`src/rtl/btn_event_pkg.sv`:
```
// -----------------------------------------------------------------------------
// btn_event_pkg
// Shared definitions for the push-button gesture controller:
//   - event codes reported on ev_code (SHORT / LONG / REPEAT; 3 is reserved)
//   - per-button press FSM state encoding
//   - event record {button index, code} stored in the event FIFO
// The event record carries a fixed 3-bit button index, enough for the largest
// supported button count (8); the top truncates it to $clog2(NBTN) bits.
// -----------------------------------------------------------------------------
package btn_event_pkg;

  localparam logic [1:0] EV_SHORT  = 2'd0;
  localparam logic [1:0] EV_LONG   = 2'd1;
  localparam logic [1:0] EV_REPEAT = 2'd2;

  localparam int EV_BTN_W = 3;

  typedef enum logic [1:0] {
    ST_IDLE    = 2'd0,
    ST_PRESSED = 2'd1,
    ST_HELD    = 2'd2
  } btn_state_e;

  typedef struct packed {
    logic [EV_BTN_W-1:0] btn;
    logic [1:0]          code;
  } btn_ev_t;

endpackage

```
`src/rtl/btn_press_fsm.sv`:
```
// -----------------------------------------------------------------------------
// btn_press_fsm
// Gesture classifier for one debounced button plus its single pending slot.
//   clk        in   system clock
//   rst        in   asynchronous active-high reset
//   btn_i      in   debounced level, 1 = pressed
//   pend_clr_i in   arbiter took the pending event this cycle
//   pend_o     out  pending slot holds an event
//   code_o     out  code of the pending event
//   drop_o     out  an event was raised while the slot was occupied (pulse)
// Build option: BTN_REPEAT_EN enables auto-repeat while held after a long
// press; without it HELD only waits for release and REP_CYC is ignored.
// -----------------------------------------------------------------------------
module btn_press_fsm
  import btn_event_pkg::*;
#(
  parameter int LONG_CYC = 5_000_000,
  parameter int REP_CYC  = 1_000_000
) (
  input  logic       clk,
  input  logic       rst,
  input  logic       btn_i,
  input  logic       pend_clr_i,
  output logic       pend_o,
  output logic [1:0] code_o,
  output logic       drop_o
);

`ifdef BTN_REPEAT_EN
  localparam int MAX_CYC = (LONG_CYC > REP_CYC) ? LONG_CYC : REP_CYC;
`else
  localparam int MAX_CYC = LONG_CYC;
`endif
  // Largest value compared against is MAX_CYC-1.
  localparam int CNT_W = $clog2(MAX_CYC);

  btn_state_e       state_q, state_d;
  logic [CNT_W-1:0] cnt_q, cnt_d;
  logic             prev_q;
  logic             pend_q, pend_d;
  logic [1:0]       code_q, code_d;
  logic             raise;
  logic [1:0]       raise_code;

  always_comb begin
    state_d    = state_q;
    cnt_d      = cnt_q;
    raise      = 1'b0;
    raise_code = EV_SHORT;
    pend_d     = pend_q & ~pend_clr_i;
    code_d     = code_q;
    drop_o     = 1'b0;

    unique case (state_q)
      ST_IDLE: begin
        // Only a fresh rising edge starts a press; prev resets to 1 so a
        // button held through reset never counts as pressed.
        if (btn_i && !prev_q) begin
          state_d = ST_PRESSED;
          cnt_d   = '0;
        end
      end
      ST_PRESSED: begin
        // Release is checked first so it wins over the long threshold.
        if (!btn_i) begin
          raise      = 1'b1;
          raise_code = EV_SHORT;
          state_d    = ST_IDLE;
        end else if (cnt_q == CNT_W'(LONG_CYC - 1)) begin
          raise      = 1'b1;
          raise_code = EV_LONG;
          state_d    = ST_HELD;
          cnt_d      = '0;
        end else begin
          cnt_d = cnt_q + CNT_W'(1);
        end
      end
      ST_HELD: begin
        if (!btn_i) begin
          state_d = ST_IDLE;
        end
`ifdef BTN_REPEAT_EN
        else if (cnt_q == CNT_W'(REP_CYC - 1)) begin
          raise      = 1'b1;
          raise_code = EV_REPEAT;
          cnt_d      = '0;
        end else begin
          cnt_d = cnt_q + CNT_W'(1);
        end
`endif
      end
      default: begin
        state_d = ST_IDLE;
      end
    endcase

    // A slot freed by the arbiter this cycle can take the new event; an
    // occupied slot keeps its event and the new one is dropped.
    if (raise) begin
      if (!pend_d) begin
        pend_d = 1'b1;
        code_d = raise_code;
      end else begin
        drop_o = 1'b1;
      end
    end
  end

  always_ff @(posedge clk or posedge rst) begin
    if (rst) begin
      state_q <= ST_IDLE;
      cnt_q   <= '0;
      prev_q  <= 1'b1;
      pend_q  <= 1'b0;
      code_q  <= EV_SHORT;
    end else begin
      state_q <= state_d;
      cnt_q   <= cnt_d;
      prev_q  <= btn_i;
      pend_q  <= pend_d;
      code_q  <= code_d;
    end
  end

  assign pend_o = pend_q;
  assign code_o = code_q;

endmodule

```
`src/rtl/btn_event_ctrl.sv`:
```
// -----------------------------------------------------------------------------
// btn_event_ctrl
// Classifies presses of NBTN debounced buttons into SHORT / LONG / REPEAT
// events, round-robin arbitrates the per-button pending events into a
// show-ahead FIFO, and presents the FIFO head through a valid/ready port.
//   clk        in   system clock
//   rst        in   asynchronous active-high reset
//   btn_state  in   [NBTN] debounced levels, 1 = pressed
//   ev_valid   out  FIFO head holds an event
//   ev_ready   in   consumer accepts the head when ev_valid & ev_ready
//   ev_btn     out  button index of the head event
//   ev_code    out  0 SHORT, 1 LONG, 2 REPEAT
//   overflow   out  sticky, an event was dropped (cleared only by rst)
// Build option: BTN_REPEAT_EN enables REPEAT events (see btn_press_fsm).
// -----------------------------------------------------------------------------
module btn_event_ctrl
  import btn_event_pkg::*;
#(
  parameter int NBTN       = 4,
  parameter int LONG_CYC   = 5_000_000,
  parameter int REP_CYC    = 1_000_000,
  parameter int FIFO_DEPTH = 4
) (
  input  logic                    clk,
  input  logic                    rst,
  input  logic [NBTN-1:0]         btn_state,
  output logic                    ev_valid,
  input  logic                    ev_ready,
  output logic [$clog2(NBTN)-1:0] ev_btn,
  output logic [1:0]              ev_code,
  output logic                    overflow
);

  localparam int BW = $clog2(NBTN);
  localparam int AW = $clog2(FIFO_DEPTH);
  localparam int PW = AW + 1;

  logic [NBTN-1:0] pend;
  logic [NBTN-1:0] pend_clr;
  logic [NBTN-1:0] drop;
  logic [1:0]      pend_code [NBTN];

  logic          gnt_v;
  logic [BW-1:0] gnt_idx;
  logic [BW-1:0] rr_q, rr_d;

  logic [PW-1:0] wr_q, wr_d, rd_q, rd_d;
  btn_ev_t       mem_q [FIFO_DEPTH];
  btn_ev_t       head, push_ev;
  logic          empty, full, push, pop;
  logic          overflow_q;

  for (genvar g = 0; g < NBTN; g++) begin : g_btn
    btn_press_fsm #(
      .LONG_CYC (LONG_CYC),
      .REP_CYC  (REP_CYC)
    ) u_fsm (
      .clk        (clk),
      .rst        (rst),
      .btn_i      (btn_state[g]),
      .pend_clr_i (pend_clr[g]),
      .pend_o     (pend[g]),
      .code_o     (pend_code[g]),
      .drop_o     (drop[g])
    );
    assign pend_clr[g] = push && (gnt_idx == BW'(g));
  end

  // Round-robin search starting at rr_q. Scanning from the farthest offset
  // down lets the nearest pending button overwrite earlier candidates.
  always_comb begin : arb
    int            j;
    logic [BW-1:0] jj;
    gnt_v   = 1'b0;
    gnt_idx = '0;
    j       = 0;
    jj      = '0;
    for (int i = NBTN - 1; i >= 0; i--) begin
      j = int'(rr_q) + i;
      if (j >= NBTN) j = j - NBTN;
      jj = BW'(j);
      if (pend[jj]) begin
        gnt_v   = 1'b1;
        gnt_idx = jj;
      end
    end
  end

  assign empty = (wr_q == rd_q);
  assign full  = (wr_q[AW] != rd_q[AW]) && (wr_q[AW-1:0] == rd_q[AW-1:0]);
  assign pop   = !empty && ev_ready;
  // A full FIFO still accepts a grant when its head leaves the same cycle.
  assign push  = gnt_v && (!full || pop);

  always_comb begin
    push_ev      = '0;
    push_ev.btn  = EV_BTN_W'(gnt_idx);
    push_ev.code = pend_code[gnt_idx];
    wr_d         = push ? wr_q + PW'(1) : wr_q;
    rd_d         = pop  ? rd_q + PW'(1) : rd_q;
    rr_d         = rr_q;
    if (push) begin
      rr_d = (gnt_idx == BW'(NBTN - 1)) ? '0 : gnt_idx + BW'(1);
    end
  end

  always_ff @(posedge clk or posedge rst) begin
    if (rst) begin
      wr_q       <= '0;
      rd_q       <= '0;
      rr_q       <= '0;
      overflow_q <= 1'b0;
    end else begin
      wr_q <= wr_d;
      rd_q <= rd_d;
      rr_q <= rr_d;
      if (|drop) overflow_q <= 1'b1;
    end
  end

  // Storage needs no reset: the outputs are forced to zero while empty.
  always_ff @(posedge clk) begin
    if (push) mem_q[wr_q[AW-1:0]] <= push_ev;
  end

  assign head     = mem_q[rd_q[AW-1:0]];
  assign ev_valid = !empty;
  assign ev_btn   = empty ? '0 : BW'(head.btn);
  assign ev_code  = empty ? EV_SHORT : head.code;
  assign overflow = overflow_q;

endmodule

```
`config.mk`:
```
export PLATFORM = sky130hd
export DESIGN_NAME = btn_event_ctrl
export DESIGN_NICKNAME = d
export VERILOG_FILES = /design/src/rtl/btn_event_pkg.sv /design/src/rtl/btn_press_fsm.sv /design/src/rtl/btn_event_ctrl.sv
export SDC_FILE = /design/constraint.sdc
export NUM_CORES = 1
export LEC_CHECK = 0
export ABC_AREA = 1
export BUFFER_PORTS_ARGS = -buffer_cell sky130_fd_sc_hd__clkbuf_2
export CAP_MARGIN = 20
export CORE_UTILIZATION = 45
export CTS_BUF_LIST = sky130_fd_sc_hd__clkbuf_8
export CTS_CLUSTER_SIZE = 12
export DETAILED_ROUTE_END_ITERATION = 10
export PLACE_DENSITY_LB_ADDON = 0.3
export SLEW_MARGIN = 20
export SYNTH_ARGS = -nofsm -noshare
export SYNTH_HDL_FRONTEND = slang
export SYNTH_SLANG_ARGS = --single-unit
export TNS_END_PERCENT = 20
```
`constraint.sdc`:
```
create_clock -name clk -period 5.2 [get_ports clk]
set_clock_uncertainty 0.1 [all_clocks]
set_input_delay 0.78 -clock clk [delete_from_list [all_inputs] [get_ports clk]]
set_output_delay 0.78 -clock clk [all_outputs]
set_load 0.01 [all_outputs]
```
### Yosys cells after proc, flatten, opt, wreduce, memory -nomap -nowiden

Memories as Yosys holds them, arrays and structs flattened.
Index checks and enable logic that the tools add are counted.

| word-level totals | value |
|---|---|
| register bits after elaboration | 125 |
| RAM bits | 16 |
| bits of input ports | 7 |
| output and inout bits | 6 |
| word-level logic and storage cells | 235 |
| memories kept | 1 |

Memory list:

| name | depth | width | rd ports | clocked after Yosys merged registers in | wr ports | RTL line | RTL |
|---|---|---|---|---|---|---|---|
| mem_q | 4 | 4 | 1 | 0 | 1 | btn_event_ctrl.sv:48 | `btn_ev_t mem_q [FIFO_DEPTH];` |

| cells by class | value |
|---|---|
| add/subtract/negate cells | 14 |
| order comparisons | 9 |
| eq/ne operators | 34 |
| mux-type cells | 100 |
| bitwise operators | 13 |
| reductions and logical operators | 40 |

Operators by type and width:

| cell | count |
|---|---|
| 23-bit 2-to-1 mux | 12 |
| 23-bit one-hot mux with 2 select lines | 4 |
| 23-bit by 1-bit adder with 23-bit output, second input constant | 4 |
| 23-bit equality test, second input constant | 4 |
| 2-bit 2-to-1 mux | 37 |
| 1-bit 2-to-1 mux | 38 |
| 2-bit one-hot mux with 3 select lines | 4 |
| 3-bit AND reduction | 8 |
| 2-bit inequality test, second input constant | 8 |
| 2-bit equality test, second input constant | 6 |
| 3-bit greater-or-equal comparator, second input constant | 4 |
| 2-bit by 3-bit less-than comparator with 1-bit output, second input constant | 4 |
| 3-bit by 2-bit inequality test with 1-bit output, second input constant | 4 |
| 1-bit logical AND | 11 |
| 2-bit by 1-bit equality test with 1-bit output, second input constant | 5 |
| 2-bit zero test | 5 |
| 1-bit binary-select mux with 2-bit select | 4 |
| 2-bit by 1-bit inequality test with 1-bit output, second input constant | 4 |
| 1-bit NOT | 8 |
| 2-bit AND reduction | 4 |
| 2-bit nonzero test | 4 |
| 2-bit by 1-bit subtractor with 2-bit output, second input constant | 4 |
| 2-bit by 2-bit adder with 3-bit output, second input constant | 2 |
| 3-bit by 1-bit adder with 3-bit output, second input constant | 2 |
| 12 further kinds | 20 |

### Longest topological paths before layout

Gate-level depths: netlist (run 1).

| depth | value |
|---|---|
| depth in word-level cells | 16 |
| depth in mapped cells | 15 |
| depth with buffers taken out | 15 |

### Hierarchy

From an unflattened synthesis (run 1), not the netlist that was laid out.

| unflattened totals | value |
|---|---|
| cells, all modules | 1149 |
| area, all modules | 8369.3 µm² |

Modules (own cells, without submodules):

| module | times used | cells each | area an instance (µm²) | sequential area each (µm²) |
|---|---|---|---|---|
| btn_press_fsm | 4 | 245 | 1722.9 | 701.9 |
| btn_event_ctrl | 1 | 169 | 1477.7 | 705.7 |

### Least setup slack after synthesis (run 1)

Ideal clock, no wire load.

| timing | value |
|---|---|
| path kind | register -> output |
| start point | register rd_q[0] |
| end point | output port ev_btn[0] |
| data arrival time | 1.170 ns |
| required time | 4.320 ns |
| setup slack | 3.150 ns |
| stages on the path, launching flop included | 8 |
| cells stage by stage | dfrtp_1 > clkbuf_2 > clkinv_1 > nand2_1 > a21oi_1 > nand2_1 > nand2_1 > inv_1 |

| on the way | value |
|---|---|
| longest elaborated chain between the ends | 2 |

RTL lines:

| element | RTL line | RTL |
|---|---|---|
| start: declaration | btn_event_ctrl.sv:47 | `logic [PW-1:0] wr_q, wr_d, rd_q, rd_d;` |
| start signal: assignment | btn_event_ctrl.sv:115 | `rd_q <= rd_d;` |
| memory read 4 x 4 bit / 3-bit equality test (equally long branches) | n/a |  |
| 2-bit 2-to-1 mux (*) | btn_event_ctrl.sv:128 | `assign ev_btn = empty ? '0 : BW'(head.btn);` |
| end: declaration | btn_event_ctrl.sv:29 | `output logic [$clog2(NBTN)-1:0] ev_btn,` |

Mark *: on every way between the ends. The rest lies on a longest branch, timed or not.

### Worst setup path after layout (run 1)

| timing | value |
|---|---|
| start point | register rd_q[0] |
| end point | output port ev_code[0] |

| on the way | value |
|---|---|
| longest elaborated chain between the ends | 2 |

RTL lines:

| element | RTL line | RTL |
|---|---|---|
| memory read 4 x 4 bit / 3-bit equality test (equally long branches) | n/a |  |
| 2-bit 2-to-1 mux (*) | btn_event_ctrl.sv:129 | `assign ev_code = empty ? EV_SHORT : head.code;` |
| end: declaration | btn_event_ctrl.sv:30 | `output logic [1:0] ev_code,` |

Marked as above.

==> flow_metrics.tcl, run 1 <==
set metrics [dict create \
    finalHoldViolCount 0 \
    max_cap_viol_count 0 \
    antenna_found_initial 0 \
    timing.hold.ws_ps 142 \
    finalNonFillerCells 1196 \
    post-cts-setup-buffers 0 \
    dr.first_iter.drc_count 485 \
    finalWirelength_um 14600 \
    cp_max_fo 9 \
    ys_warn_count 0 \
    cp-end-kind "primary output" \
    start_util_pct 45.9 \
    detail_route.wl_per_cell_um 12.2 \
    final_common_cell "nand2_1" \
    pre_cts_ws_ps 2570 \
    cts_max_level 4 \
    yosysUniqueCellTypes 53 \
    vdd_ir_drop_max_v 0.000268 \
    vias_per_cell 5.06 \
    clk_pin_slew_ps 70 \
    fin_ws_ps 2450 \
    synth-seq-area-share_pct 46.5 \
    setup_violations 0 \
    drv_slew 0 \
    synth-seq-cells 133 \
    grt_pass1_vias 5699 \
    cts_resized 0 \
    hp-class "in2async" \
    cp_data_arrival_time_ps 1870 \
    cts.sinks 133 \
    worst_pin_slew_ps 780 \
    p_leak_nw 3.72 \
    finalSetupTns_ps 0 \
    ant_nets 0 \
    fp-row-count 46 \
    rsz0062_at_grt "no" \
    cp_slowest_cell "dfrtp_1" \
    die_area_mm2 0.0167 \
    cts_buffers 17 \
    postCtsHoldBufs 0 \
    grt_pass1_wl_um 25900 \
    cts_root_buffer "clkbuf_8" \
    critPathRequiredTime_ps 4320 \
    worstReg2RegStart "rr_q[0]" \
    overflow 0 \
    synth_nets 963 \
    top_level_ports 13 \
    drive_gt1_share_pct 10.1 \
    slew_headroom_pct 48.0 \
    die_x_um 129 \
    dr.pass1.iters 5 \
    period_share_pct 52.9 \
    synth.avg_cell_area_um2 7.71 \
    area_growth_pct 9.87 \
    crit_path_start_kind "register" \
    placed_cells 1164 \
    syn_area_mm2 0.00730 \
    final_cell_mix "nand2_1, inv_1, nor2_1" \
    hpwl_um 10500 \
    slowest_delay_ps 510 \
    antennaDiodeCount 0 \
    vias 6057 \
    netlist_instances 947 \
    fmax_mhz 364 \
    path_cells "clkinv_1 -> nand2_1 -> a21oi_1 -> nand2_1 -> nand2_1 -> inv_1 -> clkbuf_2" \
    fp.dieH_um 129 \
    status "finished clean" \
    drc 0 \
    clock_path_buffers 2 \
    final_net_count 983 \
    portBuffers 11 \
    cts_tree "built" \
    fp.coreArea_mm2 0.0159 \
    critPathKind "reg2out" \
    ff2ff_setup_slack_ps 2760 \
    gp_congestion 0.886 \
    r2r_cells 12 \
    track_usage_pct 19.5 \
    p_per_area_mw_per_mm2 416 \
    reg2reg_to "mem_q[2][0]" \
    clk_latency_ps 460 \
    final.min_clock_period_ps 2750 \
    grt_max_degree 65 \
    fillers 1530 \
    cp_common_cell "nand2_1" \
]
-- layout make-up --
| type | count | area, um2 | area share [%] |
|---|---|---|---|
| clock buffers | 21 | 289 | 3.60 |
| clock inverters | 11 | 155 | 1.93 |
| inverters | 141 | 532 | 6.63 |
| multi-input cells | 661 | 3310 | 41.3 |
| flip-flops and latches | 133 | 3390 | 42.3 |
| well taps | 216 | 270 | 3.37 |
| repair buffers | 13 | 70.1 | 0.874 |
-- report_power, final --
part / internal (W) / switching (W)
logic: 0.000339 / 0.000680
registers: 0.00123 / 0.000115
clock network: 0.000567 / 0.000400
-- cells by family after synthesis --
group | Yosys count | synth area share (%)
and+or+nand+nor | 515 | 32.1
buffers and inverters | 153 | 8.16
DFF | 133 | 46.5
AOI/OAI and AO/OA | 122 | 9.93
xor gates and xnor gates | 13 | 1.56
adders and majority gates | 9 | 1.54
other | 1 | 0.0514
muxes | 1 | 0.154
-- flip-flops by register name, indices dropped and copies added, names as in the netlist --
| register | count |
|---|---|
| g_btn.u_fsm.state_q | 8 |
| g_btn.u_fsm.code_o | 4 |
| g_btn.u_fsm.cnt_q | 92 |
| rd_q | 3 |
| mem_q | 12 |
| g_btn.u_fsm.pend_o | 4 |
| g_btn.u_fsm.prev_q | 4 |
| overflow | 1 |
| rr_q | 2 |
| wr_q | 3 |
-- cell usage after synthesis, drive strengths merged --
master,n,share of area (%)
dfrtp,117,40
xnor2,1,0.12
or2,6,0.51
dfstp,4,1.4
nand4,23,2.0
a31o,1,0.12
nor3b,5,0.58
a31oi,3,0.26
o211a,6,0.82
a21boi,3,0.36
xor2,12,1.4
buf,8,0.69
ha,9,1.5
a211oi,7,0.72
o21bai,2,0.21
clkinv,2,0.10
a21oi,46,3.2
nor4,17,1.6
nand3,57,3.9
mux2,1,0.15
edfxtp,12,4.9
o211ai,2,0.21
nor3,51,3.6
nand2,214,12
nand3b,1,0.10
o21a,2,0.21
and3,2,0.17
nor2,138,7.6
clkbuf,4,0.22
o32ai,3,0.36
and2,1,0.086
inv,139,7.1
o21ai,39,2.7
o22ai,5,0.43
conb,1,0.051
o31ai,3,0.31
-- worst max-delay path: cells and delay by family (launching register included) --
kind,cells,cell delay (ps)
AND/OR/NAND/NOR,3,360
flip-flops,1,510
buffers and inverters,3,460
AO/OA/AOI/OAI,1,100
-- metrics by stage --
step	utilization [%]	instance area, um2	total power [W]
2_1_floorplan	-	7300	0.00216
3_3_place_gp	47.7	7570	0.00236
3_5_place_dp	47.7	7570	0.00238
4_1_cts	50.5	8020	0.00336
5_1_grt	50.5	8020	0.00359
6_report	50.5	8020	0.00333
-- worst max-delay path by stage --
| stage | start | end | slack, ps | cells after the start |
|---|---|---|---|---|
| 2_1_floorplan | rst | g_btn[0].u_fsm.cnt_q[0] | 1110 | 1 |
| 3_3_place_gp | btn_state[1] | g_btn[1].u_fsm.cnt_q[19] | 2620 | 10 |
| 3_5_place_dp | btn_state[1] | g_btn[1].u_fsm.cnt_q[19] | 2570 | 10 |
| 4_1_cts | rd_q[0] | ev_code[0] | 2400 | 7 |
| 5_1_grt | rd_q[0] | ev_btn[1] | 2170 | 7 |
| 6_report | rd_q[0] | ev_code[0] | 2450 | 7 |
-- routing by layer --
metal / part of all wire (%) / wire length (um) / global-route usage, % / vias to the layer above
met3: 3.1 / 457 / 4.25 / 22
met4: 2.1 / 301 / 7.89 / 0
met5: 0 / 0 / 0 / -
met2: 44 / 6470 / 29.7 / 92
met1: 51 / 7400 / 27.1 / 2801
li1: - / - / - / 3142
Note: power is estimated with default switching activity, not from simulation.
==> run 2: changes to the inputs <==
ABC_AREA = 0   (was 1)
clock period = 2.5 ns   (was 5.2 ns; I/O delays follow)
==> flow_metrics.tcl, run 2 <==
set metrics [dict create \
    gp_congestion 0.797 \
    yosys.area.top_type_share_pct 44.6 \
    grt_pass1_vias 4526 \
    cts_root_buffer "clkbuf_8" \
    yosysUniqueCellTypes 55 \
    rsz0062_at_grt "no" \
    ys_warn_count 0 \
    hpwl_um 8300 \
    crit_path_end "ev_code[0]" \
    cts_max_level 4 \
    vias_per_cell 5.30 \
    dr.first_iter.drc_count 284 \
    overflow 0 \
    period_share_pct 94.2 \
    drive_gt1_share_pct 11.2 \
    startpoint "rd_q[0]" \
    clk_pin_slew_ps 70 \
    pre_cts_ws_ps 70.6 \
    largest_register_ffs 92 \
    p_leak_nw 3.24 \
    finalSetupTns_ps 0 \
    setup_violations 0 \
    vias 4650 \
    fmax_mhz 425 \
    detail_route.wl_per_cell_um 13.4 \
    start_util_pct 46.8 \
    critPathRequiredTime_ps 2030 \
    clock_path_buffers 2 \
    track_usage_pct 17.6 \
    finalHoldViolCount 0 \
    fin_ws_ps 145 \
    synth-seq-area-share_pct 51.6 \
    hp-class "in2reg" \
    vdd_ir_drop_max_v 0.000408 \
    max_flop_register "g_btn.u_fsm.cnt_q" \
    ant_nets 0 \
    drc 0 \
    final_cell_mix "dfrtp_1, nor2_1, nand2_1" \
    fp-row-count 43 \
    synth.avg_cell_area_um2 10.2 \
    synthFlopType "dfrtp_1" \
    netlist_instances 647 \
    cp_data_arrival_time_ps 1880 \
    final.min_clock_period_ps 2360 \
    portBuffers 11 \
    syn_area_mm2 0.00657 \
    die_x_um 123 \
    status "finished clean" \
    max_cap_viol_count 0 \
    ys_async_sr_fraction_pct 91.0 \
    critPathKind "reg2out" \
    placed_cells 840 \
    reg2reg_to "g_btn[3].u_fsm.cnt_q[19]" \
    fillers 1241 \
    worst_pin_slew_ps 606 \
    fp.dieH_um 123 \
    cp_max_fo 6 \
    top_level_ports 13 \
    finalNonFillerCells 877 \
    antenna_found_initial 0 \
    synth_edf_count 12 \
    p_per_area_mw_per_mm2 776 \
    crit_path_start_kind "register" \
    ff2ff_setup_slack_ps 210 \
    cts_buffers 17 \
    area_growth_pct 12.0 \
    synth_nets 663 \
    dr.pass1.iters 4 \
    slew_headroom_pct 59.4 \
    worstReg2RegStart "g_btn[3].u_fsm.cnt_q[0]" \
    clk_latency_ps 450 \
    synth.most_common_cell "dfrtp_1" \
    synth_top_cell_by_area "dfrtp_1" \
    grt_pass1_wl_um 20600 \
    synth_area_leaders "dfrtp_1, xor2_1, nor2_1" \
    die_area_mm2 0.0151 \
    drv_slew 0 \
    yosys-top-cells-count "dfrtp_1, nor2_1, nand2_1" \
    antennaDiodeCount 0 \
    final_common_cell "dfrtp_1" \
    synth-seq-cells 133 \
    finalWirelength_um 11800 \
    cp-end-kind "primary output" \
    fp.coreArea_mm2 0.0140 \
    cts.sinks 133 \
    grt_max_degree 61 \
    cts_tree "built" \
    final_net_count 700 \
    r2r_cells 8 \
]
==> run 2: changes by cell type after synthesis, moves of 11 or more <==
cell	delta
nand3_1	-22
inv_1	-117
nand2_1	-132
nor2b_1	+11
a21oi_1	-31
nand2_2	-17
o21ai_0	-24
nor2_1	-19
and2_1	+15
xnor2_1	+35
xor2_1	+40
nor3_1	-38
==> run 2: cells by family (layout without fill, tap and decap cells) <==
| family | Yosys count | count (layout) | synth area share, % |
|---|---|---|---|
| flip-flops | 133 | 133 | 51.6 |
| AND/OR/NAND/NOR | 337 | 337 | 26.3 |
| multiplexers | 6 | 6 | 1.69 |
| AO/OA/AOI/OAI | 46 | 46 | 4.76 |
| other | 1 | 1 | 0.0571 |
| XOR/XNOR | 90 | 90 | 12.2 |
| adder cells (fa/ha/maj) | 9 | 9 | 1.71 |
| buffers and inverters | 25 | 75 | 1.66 |
==> run 2: metrics by stage <==
step | hold slack (ps) | power (W) | instance area (um2) | util (%)
6_report | 168 | 0.00571 | 7360 | 52.4
5_1_grt | 168 | 0.00608 | 7360 | 52.4
4_1_cts | 115 | 0.00576 | 7330 | 52.2
3_5_place_dp | 286 | 0.00409 | 6920 | 49.3
3_3_place_gp | 284 | 0.00403 | 6920 | 49.3
2_1_floorplan | 279 | 0.00373 | 6580 | -
==> run 2: repair_timing <==
action,4_1_cts,5_1_grt
gates resized for setup,0,4
buffers inserted,0,0
hold endpoints to repair,18,0
hold buffers,5,0
setup endpoints to repair,0,24
==> run 2: cell type report <==
cell class | count | area [um2] | share of cell area (%)
Clock inverter | 12 | 88.8 | 1.21
Sequential cell | 133 | 3390 | 46.1
Inverter | 15 | 60.1 | 0.816
Clock buffer | 20 | 275 | 3.74
Tap cell | 180 | 225 | 3.06
Timing Repair Buffer | 28 | 224 | 3.04
Multi-Input combinational cell | 489 | 3090 | 42.0
==> run 2: power by group <==
part	internal, W	leakage [nW]	switching (W)	total (W)
Sequential	0.00252	1.74	0.000208	0.00273
Combinational	0.000575	1.30	0.000768	0.00134
Clock	0.000844	0.200	0.000793	0.00164
==> run 2: worst min path at each step <==
stage                  from                 endpoint  slack (ps)  cells past startpoint
2_1_floorplan  btn_state[0]    g_btn[0].u_fsm.prev_q         280                      0
3_3_place_gp            rst  g_btn[1].u_fsm.cnt_q[4]         280                      2
3_5_place_dp            rst  g_btn[1].u_fsm.cnt_q[4]         290                      2
4_1_cts            ev_ready                  rd_q[2]         110                      3
5_1_grt            ev_ready                  rd_q[2]         170                      3
6_report           ev_ready                  rd_q[2]         170                      3
==> run 2: routing by layer <==
layer	GRT usage, %	vias to the layer above	share of wire [%]
met1	22.3	2303	49
met2	28.3	32	47
met3	5.53	17	2.6
met5	0	-	0
met4	5.87	0	1.4
li1	-	2298	-
==> run 2: worst max-delay path, stage by stage (launching register included) <==
cell,delay [ps]
dfrtp_1,540
mux4_1,600
and2_1,180
clkbuf_2,120
==> run 3: changes to the inputs <==
PLACE_DENSITY = 0.73   (was not set)
PLACE_DENSITY_LB_ADDON = not set   (was 0.3)
SKIP_CTS_REPAIR_TIMING = 1   (was not set)
==> flow_metrics.tcl, run 3 (synthesized netlist as in run 2, its figures left out) <==
set metrics [dict create \
    status "finished with violations" \
    antenna_found_initial 0 \
    reg2reg_to "overflow" \
    largest_register_ffs 92 \
    dr.pass1.iters 4 \
    fp-row-count 43 \
    cp_max_fo 5 \
    final_cell_mix "dfrtp_1, nor2_1, nand2_1" \
    portBuffers 11 \
    hpwl_um 8270 \
    detail_route.wl_per_cell_um 13.8 \
    vias_per_cell 5.27 \
    cp-end-kind "primary output" \
    crit_path_start_kind "register" \
    rsz0062_at_grt "no" \
    max_flop_register "g_btn.u_fsm.cnt_q" \
    top_level_ports 13 \
    fp.coreArea_mm2 0.0140 \
    vdd_ir_drop_max_v 0.000478 \
    cts.sinks 133 \
    drive_gt1_share_pct 10.8 \
    gp_congestion 0.791 \
    finalHoldViolCount 23 \
    start_util_pct 46.8 \
    clk_latency_ps 450 \
    drc 0 \
    cts_tree "built" \
    violations "negative hold slack" \
    final_net_count 696 \
    cp_data_arrival_time_ps 1870 \
    finalSetupTns_ps 0 \
    p_per_area_mw_per_mm2 796 \
    critPathKind "reg2out" \
    vias 4605 \
    clk_pin_slew_ps 70 \
    ant_nets 0 \
    final_common_cell "dfrtp_1" \
    worst_pin_slew_ps 643 \
    startpoint "rd_q[0]" \
    cts_buffers 17 \
    fp.dieH_um 123 \
    dr.first_iter.drc_count 238 \
    ff2ff_setup_slack_ps 200 \
    antennaDiodeCount 0 \
    die_area_mm2 0.0151 \
    critPathRequiredTime_ps 2030 \
    finalWirelength_um 12000 \
    r2r_cells 6 \
    die_x_um 123 \
    track_usage_pct 18.1 \
    grt_pass1_vias 4635 \
    fmax_mhz 426 \
    max_cap_viol_count 0 \
    setup_violations 0 \
    slew_headroom_pct 56.9 \
    overflow 0 \
    p_leak_nw 3.23 \
    worstReg2RegStart "rd_q[2]" \
    timing.hold.ws_ps -32.4 \
    clock_path_buffers 2 \
    hp-class "in2async" \
    grt_pass1_wl_um 21300 \
    drv_slew 0 \
    cts_max_level 4 \
    cts_root_buffer "clkbuf_8" \
    final.min_clock_period_ps 2350 \
    period_share_pct 93.9 \
    grt_max_degree 122 \
    area_growth_pct 11.7 \
]
==> run 3: cell count changes in the layout (fill, tap and decap cells not counted), moves of 2 or more <==
cell           delta
dlygate4sd3_1     -2
clkbuf_8          -3
bufinv_16         +2
inv_1             +2
==> run 3: how the worst max path moves through the flow <==
stage / end
final: ev_code[0]
after global routing: g_btn[3].u_fsm.cnt_q[20]
after CTS: g_btn[3].u_fsm.code_o[0]
after detailed placement: g_btn[3].u_fsm.code_o[0]
after global placement: g_btn[3].u_fsm.cnt_q[8]
after floorplan: g_btn[3].u_fsm.cnt_q[5]
==> run 3: layer usage <==
layer | vias to the layer above | GRT usage [%] | part of all wire [%] | wire length [um]
met1 | 2255 | 22.8 | 49 | 5870
met5 | - | 0 | 0 | 0
met4 | 0 | 8.38 | 1.2 | 148
li1 | 2290 | - | - | -
met2 | 46 | 29.0 | 48 | 5750
met3 | 14 | 4.51 | 2.1 | 257
==> run 3: power breakdown <==
part	leakage, nW	switching, W	internal, W
clock	0.210	0.000798	0.000957
combinational	1.28	0.000793	0.000570
sequential	1.74	0.000203	0.00252
total	3.23	0.00179	0.00405
==> run 3: metrics by stage <==
stage	instances	worst slack [ps]	total power [W]	area [um2]	util [%]
CTS	870	52.2	0.00587	7270	51.8
detailed placement	838	57.8	0.00411	6890	49.1
floorplan	647	358	0.00373	6580	-
global route	873	35.3	0.00619	7340	52.2
finish	873	152	0.00584	7340	52.2
global placement	838	182	0.00400	6890	49.1
==> run 3: layout make-up <==
| class | instances | area, um2 |
|---|---|---|
| Clock buffer | 17 | 234 |
| Fill cell | 1195 | 6710 |
| Tap cell | 180 | 225 |
| Clock inverter | 15 | 150 |
| Inverter | 15 | 60.1 |
| Multi-Input combinational cell | 489 | 3100 |
| Sequential cell | 133 | 3390 |
| Timing Repair Buffer | 24 | 176 |
==> run 3: critical path, cell delays in order (launching register included) <==
cell,delay [ps]
dfrtp_1,390
buf_4,170
mux4_1,560
and2_1,180
clkbuf_2,120
